`src/rtl/arb_pkg.sv`:
```
// -----------------------------------------------------------------------------
// arb_pkg
// Shared constants and types for the 8-way round-robin arbiter.
//   N_REQ        number of requesters
//   ID_W         width of an encoded requester index
//   arb_state_e  arbiter FSM state encoding
// -----------------------------------------------------------------------------
package arb_pkg;

  localparam int N_REQ = 8;
  localparam int ID_W  = 3;

  typedef enum logic {
    ST_IDLE  = 1'b0,
    ST_GRANT = 1'b1
  } arb_state_e;

endpackage : arb_pkg

```
`src/rtl/pri_enc8.sv`:
```
// -----------------------------------------------------------------------------
// pri_enc8
// Combinational 8->3 priority encoder; the highest set index wins.
// Ports:
//   in     [7:0]  input vector
//   id     [2:0]  index of the highest set bit (0 when in == 0)
//   valid         at least one bit of in is set
// -----------------------------------------------------------------------------
module pri_enc8
  import arb_pkg::*;
(
  input  logic [N_REQ-1:0] in,
  output logic [ID_W-1:0]  id,
  output logic             valid
);

  // Highest-index-first encode of the input vector.
  always_comb begin
    id    = 3'd0;
    valid = |in;
    casez (in)
      8'b1???_????: id = 3'd7;
      8'b01??_????: id = 3'd6;
      8'b001?_????: id = 3'd5;
      8'b0001_????: id = 3'd4;
      8'b0000_1???: id = 3'd3;
      8'b0000_01??: id = 3'd2;
      8'b0000_001?: id = 3'd1;
      8'b0000_0001: id = 3'd0;
      default:      id = 3'd0;
    endcase
  end

endmodule : pri_enc8

```
`src/rtl/rr_arbiter8.sv`:
```
// -----------------------------------------------------------------------------
// rr_arbiter8
// Round-robin arbiter for 8 requesters with a grant-until-done handshake.
// Within the window below the previous winner the highest index wins; when
// nothing is requesting inside that window, the highest index overall wins.
// A grant is held until done, withdrawal of the owner's request, or the
// optional hold timeout; a one-cycle idle turnaround follows every release.
// Parameters:
//   TIMEOUT  max cycles a grant is held without done (0 disables)
// Ports:
//   clk      rising-edge clock
//   reset    synchronous reset, active-high
//   req      [7:0] level-sensitive request vector
//   done     owner releases the resource (only looked at while granted)
//   gnt      [7:0] one-hot grant (registered)
//   gnt_id   [2:0] encoded granted index (registered)
//   gnt_vld  gnt/gnt_id valid (registered)
//   timeout  one-cycle pulse after a forced release (registered)
// -----------------------------------------------------------------------------
module rr_arbiter8
  import arb_pkg::*;
#(
  parameter int TIMEOUT = 16
) (
  input  logic             clk,
  input  logic             reset,
  input  logic [N_REQ-1:0] req,
  input  logic             done,
  output logic [N_REQ-1:0] gnt,
  output logic [ID_W-1:0]  gnt_id,
  output logic             gnt_vld,
  output logic             timeout
);

  // Counter just wide enough to reach TIMEOUT; it restarts on every grant.
  localparam int CNT_W      = (TIMEOUT > 0) ? $clog2(TIMEOUT + 1) : 1;
  localparam int HOLD_MAX_I = (TIMEOUT > 0) ? (TIMEOUT - 1) : 0;
  localparam logic [CNT_W-1:0] HOLD_MAX = HOLD_MAX_I[CNT_W-1:0];

  arb_state_e       state_r;
  logic [ID_W-1:0]  last_r;
  logic [CNT_W-1:0] hold_cnt_r;
  logic [N_REQ-1:0] gnt_r;
  logic [ID_W-1:0]  gnt_id_r;
  logic             gnt_vld_r;
  logic             timeout_r;

  logic [N_REQ-1:0] mask_s;
  logic [N_REQ-1:0] masked_s;
  logic [ID_W-1:0]  masked_id_s;
  logic             masked_vld_s;
  logic [ID_W-1:0]  full_id_s;
  logic             full_vld_s;
  logic [ID_W-1:0]  win_id_s;
  logic             release_s;
  logic             force_rel_s;

  // Window of requesters strictly below the previous winner; last=0 gives an
  // empty window so the plain encoder (req7 first) decides.
  always_comb begin
    mask_s   = (8'h01 << last_r) - 8'h01;
    masked_s = req & mask_s;
  end

  pri_enc8 u_enc_masked (
    .in    (masked_s),
    .id    (masked_id_s),
    .valid (masked_vld_s)
  );

  pri_enc8 u_enc_full (
    .in    (req),
    .id    (full_id_s),
    .valid (full_vld_s)
  );

  // Prefer the rotating window; fall back to the whole request vector.
  always_comb begin
    if (masked_vld_s) begin
      win_id_s = masked_id_s;
    end else begin
      win_id_s = full_id_s;
    end
  end

  // Release decision while granted: done or withdrawal beat the timeout, so
  // the timeout pulse only fires when neither is present.
  always_comb begin
    release_s   = 1'b0;
    force_rel_s = 1'b0;
    if (done || !req[gnt_id_r]) begin
      release_s = 1'b1;
    end else if ((TIMEOUT != 0) && (hold_cnt_r == HOLD_MAX)) begin
      release_s   = 1'b1;
      force_rel_s = 1'b1;
    end else begin
      release_s   = 1'b0;
      force_rel_s = 1'b0;
    end
  end

  // Arbiter FSM with its pointer, hold counter and output registers.
  always_ff @(posedge clk) begin
    if (reset) begin
      state_r    <= ST_IDLE;
      last_r     <= 3'd0;
      hold_cnt_r <= '0;
      gnt_r      <= 8'h00;
      gnt_id_r   <= 3'd0;
      gnt_vld_r  <= 1'b0;
      timeout_r  <= 1'b0;
    end else begin
      timeout_r <= 1'b0;
      case (state_r)
        ST_IDLE: begin
          if (full_vld_s) begin
            state_r    <= ST_GRANT;
            gnt_vld_r  <= 1'b1;
            gnt_id_r   <= win_id_s;
            gnt_r      <= 8'h01 << win_id_s;
            last_r     <= win_id_s;
            hold_cnt_r <= '0;
          end else begin
            state_r <= ST_IDLE;
          end
        end
        ST_GRANT: begin
          hold_cnt_r <= hold_cnt_r + CNT_W'(1);
          if (release_s) begin
            state_r   <= ST_IDLE;
            gnt_r     <= 8'h00;
            gnt_vld_r <= 1'b0;
            timeout_r <= force_rel_s;
          end else begin
            state_r <= ST_GRANT;
          end
        end
        default: begin
          state_r   <= ST_IDLE;
          gnt_r     <= 8'h00;
          gnt_vld_r <= 1'b0;
        end
      endcase
    end
  end

  assign gnt     = gnt_r;
  assign gnt_id  = gnt_id_r;
  assign gnt_vld = gnt_vld_r;
  assign timeout = timeout_r;

endmodule : rr_arbiter8

```
`config.mk`:
```
export PLATFORM = sky130hd
export DESIGN_NAME = rr_arbiter8
export DESIGN_NICKNAME = d
export VERILOG_FILES = /design/src/rtl/arb_pkg.sv /design/src/rtl/pri_enc8.sv /design/src/rtl/rr_arbiter8.sv
export SDC_FILE = /design/constraint.sdc
export NUM_CORES = 1
export LEC_CHECK = 0
export CAP_MARGIN = 20
export CORE_MARGIN = 2
export CORE_UTILIZATION = 49
export DETAILED_ROUTE_END_ITERATION = 8
export PLACE_DENSITY = 0.77
export SYNTH_ARGS = -nofsm -noshare
export SYNTH_HDL_FRONTEND = slang
export SYNTH_SLANG_ARGS = --single-unit
```
`constraint.sdc`:
```
create_clock -name clk -period 2.75 [get_ports clk]
set_input_delay 0.6875 -clock clk [delete_from_list [all_inputs] [get_ports clk]]
set_output_delay 0.6875 -clock clk [all_outputs]
set_load 0.03 [all_outputs]
```
Word-level counts from Yosys, hierarchy flattened. Cells that the tools add are included.

Reductions and logical operators: 7. Add/subtract/negate cells: 2. Shift-type cells: 2. Magnitude comparators: 1. Eq/ne operators: 15. Bitwise operators: 3. Muxes and demuxes: 18.

Operators by type and width (count): case mux 3 bit (7 select lines) (2); 2-to-1 mux 8 bit (2); case mux 8 bit (2 select lines) (1); OR reduction 8 bit (2); left shift 1 x 3 -> 8 bit (first input constant) (2); == test 7 x 1 -> 1 bit (second input constant) (2); == test 6 x 1 -> 1 bit (second input constant) (2); == test 5 x 1 -> 1 bit (second input constant) (2); case mux 5 bit (2 select lines) (1); AND 8 bit (1); == test 4 x 1 -> 1 bit (second input constant) (2); subtractor 8 x 1 -> 8 bit (second input constant) (1); 2-to-1 mux 1 bit (7); == test 3 x 1 -> 1 bit (second input constant) (2); adder 5 x 1 -> 5 bit (second input constant) (1); == test 5 x 4 -> 1 bit (second input constant) (1); 2-to-1 mux 5 bit (1); == test 2 x 1 -> 1 bit (second input constant) (2); < comparator 3 x 4 -> 1 bit (second input constant) (1); case mux 1 bit (2 select lines) (2); AND reduction 2 bit (2); OR reduction 4 bit (1); binary-select mux 1 bit (select 3 bit) (1); 2-to-1 mux 3 bit (1); other kinds (5) (6).

Logic and storage cells: 54. Register bits after elaboration: 19. Bits of input ports: 11. Output and inout bits: 13.

Depth between registers and ports, before layout. Gate-level depths: netlist of the first run.

Depth in word-level cells: 9. Gate-level depth with buffers: 12. Depth with buffers taken out: 10.

Modules after synthesis. From an unflattened synthesis of the first run, not the netlist that was laid out.

Cell total of the unflattened synthesis: 159. Area total of the unflattened synthesis: 1241.2 sq um.

By module, submodules not included: rr_arbiter8 (times used 1, cells each 135, area each 1126.1 sq um); pri_enc8 (times used 2, cells each 12, area each 57.6 sq um).

Worst setup path after synthesis of the first run. Ideal clock, no wire load.

Path type: flip-flop to flip-flop. Start point: reg gnt_id_r[1] (netlist: gnt_id[1]). End point: reg gnt_r[6] (netlist: gnt[6]). Data arrival time: 2.470 ns. Data required time: 2.622 ns. Setup slack: 0.152 ns. Clock period less this slack: 2.598 ns. Stages on the path, launching flop included: 13. Cell sequence: dfxtp_1 > buf_2 > inv_1 > nand3_1 > ha_1 > buf_2 > or4bb_1 > o21ai_0 > a31oi_1 > a21o_1 > a31o_2 > a32oi_1 > nor2_1.

Cells in the longest elaborated chain, start to end: 9.

RTL lines: start: declaration (line rr_arbiter8.sv:44) `logic [ID_W-1:0] gnt_id_r;`; start signal: assignment (line rr_arbiter8.sv:119) `gnt_id_r <= win_id_s;`; left shift 1 x 3 -> 8 bit; subtractor 8 x 1 -> 8 bit; AND 8 bit; == test 7 x 1 -> 1 bit, or another cell as far along; case mux 3 bit (7 select lines); 2-to-1 mux 3 bit; left shift 1 x 3 -> 8 bit; 2-to-1 mux 8 bit; case mux 8 bit (2 select lines); end signal: assignment (line rr_arbiter8.sv:120) `gnt_r <= 8'h01 << win_id_s;`; end: declaration (line rr_arbiter8.sv:43) `logic [N_REQ-1:0] gnt_r;`.

Several ways; a longest one is shown, not always the timed one. The select of a mux whose other input is x is not followed. A chain may end at the register's enable or synchronous reset.

Final worst setup path of the first run.
Start point: in req[4]. End point: reg hold_cnt_r[4].

Cells in the longest elaborated chain, start to end: 2.

RTL lines: start: declaration (line rr_arbiter8.sv:27) `input logic [N_REQ-1:0] req,`; OR reduction 8 bit (line pri_enc8.sv:20) `valid = |in;`; != test 2 bit (no source line); end signal: assignment (line rr_arbiter8.sv:128) `hold_cnt_r <= hold_cnt_r + CNT_W'(1);`; end: declaration (line rr_arbiter8.sv:42) `logic [CNT_W-1:0] hold_cnt_r;`.

Every way passes these cells.

==> results_dict.tcl, run 1 <==
set metrics [dict create \
    regToRegSetupSlack_ns 0.27 \
    nets 188 \
    r2r_cells 11 \
    fin_crit_sh 0.927 \
    grt_pass1_vias 1151 \
    dp_hpwl_um 2100 \
    yosysTopAreaCell "dfxtp_1" \
    r2r-end "gnt[5]" \
    io_pins 24 \
    powerDensity_mw_per_mm2 1020 \
    cts_buffer_depth 2 \
    pwr-share-clk 0.091 \
    gr-usage-met1 0.302 \
    detailedPlace.worstSlack_ns -0.133 \
    grt_max_degree 16 \
    min-delay-start "gnt[5]" \
    cp-end-kind "flip-flop" \
    fin_crit_ns 2.55 \
    yosysMostFrequentCell "dfxtp_1" \
    diodes 0 \
    routedWlPerCell_um 13.8 \
    port_buffers 23 \
    firstDrtPassIters 4 \
    hold_violations 0 \
    drc 0 \
    crit_arrival_ns 2.78 \
    antenna_found_initial 0 \
    die_area_sq_mm 0.00268 \
    cp.required_ns 2.98 \
    skew_ns 0.00591 \
    grt_use_met3 0.0517 \
    cts_hold_buf 0 \
    max_freq_mhz 392 \
    leakage_nw 0.586 \
    netlist.area_leader.share 0.340 \
    cts_buffers 3 \
    yosysWarnings 0 \
    min_to "gnt[5]" \
    synthCells 136 \
    r2r-start "gnt_id[2]" \
    syn_area_sq_mm 0.00112 \
    critical_path_class "primary input to flip-flop" \
    ys_ff_latch 19 \
    row_count 17 \
    worst_slew_pin_slew_ns 0.570 \
    setup_viol 0 \
    setup_slack_ns 0.200 \
    grt.total_usage 0.238 \
    syn_nets 150 \
    critPathLaunch "req[4]" \
    dpl_cell_area_sq_mm 0.00148 \
    drive_above_1_share 0.191 \
    utilization 0.693 \
    met2_usage 0.391 \
    cap_violations 0 \
    synth-edff-count 0 \
    p_sw_uw 702 \
    p_seq_frac 0.259 \
    whs_path_depth 2 \
    yosysSeqAreaShare 0.340 \
    final-max-slew-violation-count 0 \
    path_max_fanout 6 \
    via_count 1175 \
    ys_top_cells_by_count "19 x dfxtp_1, 15 x a21oi_1, 13 x nor2_1" \
    p_total_mw 1.55 \
    wirelength_um 2770 \
    area_growth_syn_to_layout_pct 35.6 \
    rsz0062_at_grt "false" \
    drt_iter0_drc 30 \
    die_width_um 51.8 \
    clk_pin_slew_ns 0.11 \
    postRouteAntennaNets 0 \
    yosys.cell_types.count 41 \
    grt-busiest-layer "met2" \
    die_h_um 51.8 \
    synth_ff_type "dfxtp_1" \
    cts_sinks 19 \
    clk_latency_ns 0.30 \
    initial_core_util 0.511 \
    maxSlewHeadroom 0.619 \
    startpoint_type "primary input" \
    status "finished, final reports clean" \
    combPwrFrac 0.649 \
    cts_setup_buffers 0 \
    sw_frac_of_total 0.453 \
    cts_tree "done" \
    gp_congestion 0.903 \
    cts_root_buf "clkbuf_4" \
    synth.area.top_cells "dfxtp_1 34%, a21oi_1 6.7%, nor2_1 4.4%" \
    viasPerCell 5.85 \
    holdCritPathClass "flip-flop to flip-flop" \
    cell_internal_pwr_uw 849 \
    h-tree-depth 1 \
    final.fill_count 194 \
    async_reset_ff_frac 0 \
    gr-total-overflow 0 \
    syn_area_per_cell_sq_um 8.23 \
    ir_drop_v 0.000725 \
    grt_pass1_wl_um 4910 \
    coreArea_sq_mm 0.00219 \
    final_area_sq_mm 0.00152 \
]
==> layout by cell type (no fill, tap or decap), types with 4 or more instances in the layout <==
cell type         n
dfxtp_1          19
a21oi_1          14
inv_1             5
nand2_1          11
nor2_1           13
clkdlybuf4s50_1  23
a32o_1            4
buf_4            17
nor3_1            4
nand3_1           6
o21ai_0           4
==> power groups by stage <==
stage	Clock (mW)	Combinational (mW)	Sequential [mW]
3_3_place_gp	0	0.960	0.404
3_5_place_dp	0	0.979	0.406
6_report	0.141	1.01	0.402
4_1_cts	0.147	0.985	0.402
5_1_grt	0.156	1.09	0.413
2_1_floorplan	0	0.529	0.508
==> registers in the layout, indices dropped and copies added (netlist names) <==
register,flops
gnt,8
hold_cnt_r,5
gnt_id,3
gnt_vld,1
state_r,1
timeout,1
==> repair_timing <==
action / in CTS / in global routing
setup endpoints to repair: 0 / 5
gates resized for setup: 0 / 2
endpoints found under the hold margin: 0 / 0
==> through the flow <==
step	TNS [ns]	std cells	hold slack [ns]
global route	0	201	0.491
global placement	-0.943	197	0.450
CTS	0	201	0.480
detailed placement	-1.25	197	0.446
finish	0	201	0.479
floorplan	0	136	0.448
==> area by class of cell <==
cell class | instances | area [sq um] | area share
multi-input combinational | 105 | 699 | 0.460
tap | 28 | 35.0 | 0.0231
inverter | 5 | 18.8 | 0.0124
clock buffer | 3 | 22.5 | 0.0148
sequential | 19 | 380 | 0.250
clock inverter | 1 | 5.00 | 0.00329
timing repair buffer | 40 | 358 | 0.236
==> cells by family (layout without fill, tap and decap cells) <==
logic type | count (synthesis) | count (layout) | synth area share
xor gates and xnor gates | 3 | 3 | 0.0235
buffers and inverters | 12 | 49 | 0.0447
and+or+nand+nor | 50 | 50 | 0.236
muxes | 5 | 5 | 0.0570
AOI/OAI and AO/OA | 44 | 44 | 0.266
adders and majority gates | 3 | 3 | 0.0335
DFF | 19 | 19 | 0.340
==> worst max-delay path by stage <==
| stage | end | cells past startpoint |
|---|---|---|
| final | hold_cnt_r[4] | 7 |
| after global routing | gnt[7] | 10 |
| after global placement | hold_cnt_r[4] | 7 |
| after detailed placement | hold_cnt_r[4] | 7 |
| after floorplan | gnt[6] | 12 |
| after CTS | gnt[5] | 11 |
==> critical path: stages <==
cell and delay (ns):
clkdlybuf4s50_1 0.42, or4_1 0.57, or4_4 0.45, nor2_2 0.11
nor2_2 0.08, or3_1 0.33, a21oi_1 0.14
==> layer usage <==
metal  up-vias  part of all wire
li1        579                 -
met1       549              0.49
met5         -                 0
met2        41              0.46
met4         0             0.017
met3         6             0.037
Note: power is estimated with default switching activity, not from simulation.
==> run 2: changes to the inputs <==
Settings changed: SLEW_MARGIN from default to 0.
==> results of run 2 <==
Final layout, timing and power as in run 1 (identical DEF).
==> run 3: changes to the inputs <==
Settings changed: CORE_UTILIZATION 49 to 35, PLACE_DENSITY 0.77 to default.
==> run 3 against run 2 <==
Against the previous run:
- core utilization fell by 18 points
- clock power is 5% higher
- die area grew 37%
- via count fell by 2.5%
- largest power group unchanged
- setup slack got worse by 0.0015 ns
==> results_dict.tcl, run 3 (synthesis gave the netlist of run 1 again) <==
set metrics [dict create \
    min_to "gnt[0]" \
    gp_congestion 0.901 \
    cp.required_ns 3.00 \
    cap_violations 0 \
    row_count 20 \
    cell_internal_pwr_uw 860 \
    status "finished, final reports clean" \
    cts_tree "done" \
    via_count 1146 \
    p_seq_frac 0.256 \
    r2r-end "gnt[5]" \
    port_buffers 23 \
    pwr-share-clk 0.095 \
    rsz0062_at_grt "false" \
    die_width_um 60.6 \
    r2r-start "gnt_id[2]" \
    diodes 0 \
    area_growth_syn_to_layout_pct 38.7 \
    initial_core_util 0.367 \
    min-delay-start "gnt[0]" \
    sw_frac_of_total 0.452 \
    drive_above_1_share 0.194 \
    p_sw_uw 708 \
    final_area_sq_mm 0.00155 \
    cts_buffer_depth 2 \
    postRouteAntennaNets 0 \
    cts_root_buf "clkbuf_4" \
    nets 190 \
    largest_reg_flops 8 \
    detailedPlace.worstSlack_ns -0.121 \
    p_total_mw 1.57 \
    combPwrFrac 0.649 \
    powerDensity_mw_per_mm2 1010 \
    maxSlewHeadroom 0.685 \
    startpoint_type "primary input" \
    grt_pass1_wl_um 4930 \
    viasPerCell 5.23 \
    path_max_fanout 6 \
    cp-end-kind "flip-flop" \
    final_cell_mix "23 x clkdlybuf4s50_1, 19 x dfxtp_1, 19 x buf_4" \
    cts_buffers 3 \
    crit_arrival_ns 2.80 \
    gr-total-overflow 0 \
    regToRegSetupSlack_ns 0.34 \
    setup_viol 0 \
    die_area_sq_mm 0.00367 \
    grt.total_usage 0.175 \
    final_common_cell "clkdlybuf4s50_1" \
    clk_latency_ns 0.30 \
    cts_sinks 19 \
    skew_ns 0.0116 \
    fin_crit_sh 0.928 \
    worst_slew_pin_slew_ns 0.472 \
    dpl_cell_area_sq_mm 0.00152 \
    grt_max_degree 14 \
    io_pins 24 \
    drc 0 \
    drt_iter0_drc 39 \
    whs_ns 0.483 \
    die_h_um 60.6 \
    max_freq_mhz 392 \
    whs_path_depth 1 \
    ir_drop_v 0.000511 \
    dp_hpwl_um 2280 \
    cts_hold_buf 0 \
    r2r_cells 9 \
    antenna_found_initial 0 \
    leakage_nw 0.592 \
    hold_violations 0 \
    routedWlPerCell_um 13.3 \
    grt_pass1_vias 1144 \
    final-max-slew-violation-count 0 \
    critical_path_class "primary input to flip-flop" \
    firstDrtPassIters 4 \
    wirelength_um 2910 \
    clk_pin_slew_ns 0.12 \
    coreArea_sq_mm 0.00305 \
    setup_slack_ns 0.198 \
    fin_crit_ns 2.55 \
    h-tree-depth 1 \
    holdCritPathClass "flip-flop to flip-flop" \
]
==> run 3: changes by cell type in the layout (fill, tap and decap cells not counted), sizes merged <==
cell / previous run / this run
clkinv: 1 / 0
clkinvlp: 0 / 1
buf: 17 / 19
==> run 3: layout make-up <==
type                    count  area [sq um]
fillers                   321          1500
inverters                   5          18.8
flip-flops and latches     19           380
well taps                  44          55.1
repair buffers             42           373
multi-input cells         105           696
clock buffers               3          22.5
clock inverters             1          7.51
==> run 3: per-stage QoR <==
stage	utilization	instances	TNS, ns
global placement	0.497	215	-0.654
detailed placement	0.497	215	-1.02
global route	0.509	219	0
floorplan	-	136	0
CTS	0.507	219	0
finish	0.509	219	0
==> run 3: power groups by stage <==
stage                     sequential [mW]  combinational [mW]  clock [mW]
final                               0.402                1.02       0.148
after global routing                0.412                1.12       0.164
after CTS                           0.402                1.01       0.154
after detailed placement            0.407                1.00           0
after global placement              0.405               0.991           0
after floorplan                     0.508               0.529           0
==> run 3: metal layers <==
metal	up-vias	GRT usage	share of wire
li1	577	-	-
met1	539	0.244	0.49
met2	28	0.275	0.46
met3	2	0.0362	0.042
met4	0	0.0497	0.0048
met5	-	0	0
==> run 3: critical path: stages <==
cell             delay, ns
clkdlybuf4s50_1       0.45
or4_1                 0.55
or4_4                 0.45
nor2_2                0.11
nor2_2                0.08
or3_1                 0.33
a21oi_1               0.15
==> run 3: worst max path at each step <==
stage / startpoint / end / cells past startpoint
2_1_floorplan: gnt_id[1] / gnt[6] / 12
3_3_place_gp: req[5] / hold_cnt_r[4] / 7
3_5_place_dp: req[4] / hold_cnt_r[4] / 7
4_1_cts: req[4] / hold_cnt_r[4] / 7
5_1_grt: gnt_id[2] / gnt[5] / 11
6_report: req[5] / hold_cnt_r[4] / 7
==> run 3: what timing repair did <==
item | CTS | global route
resized for setup | 0 | 1
setup endpoints to repair | 0 | 1
setup buffers | 0 | 0
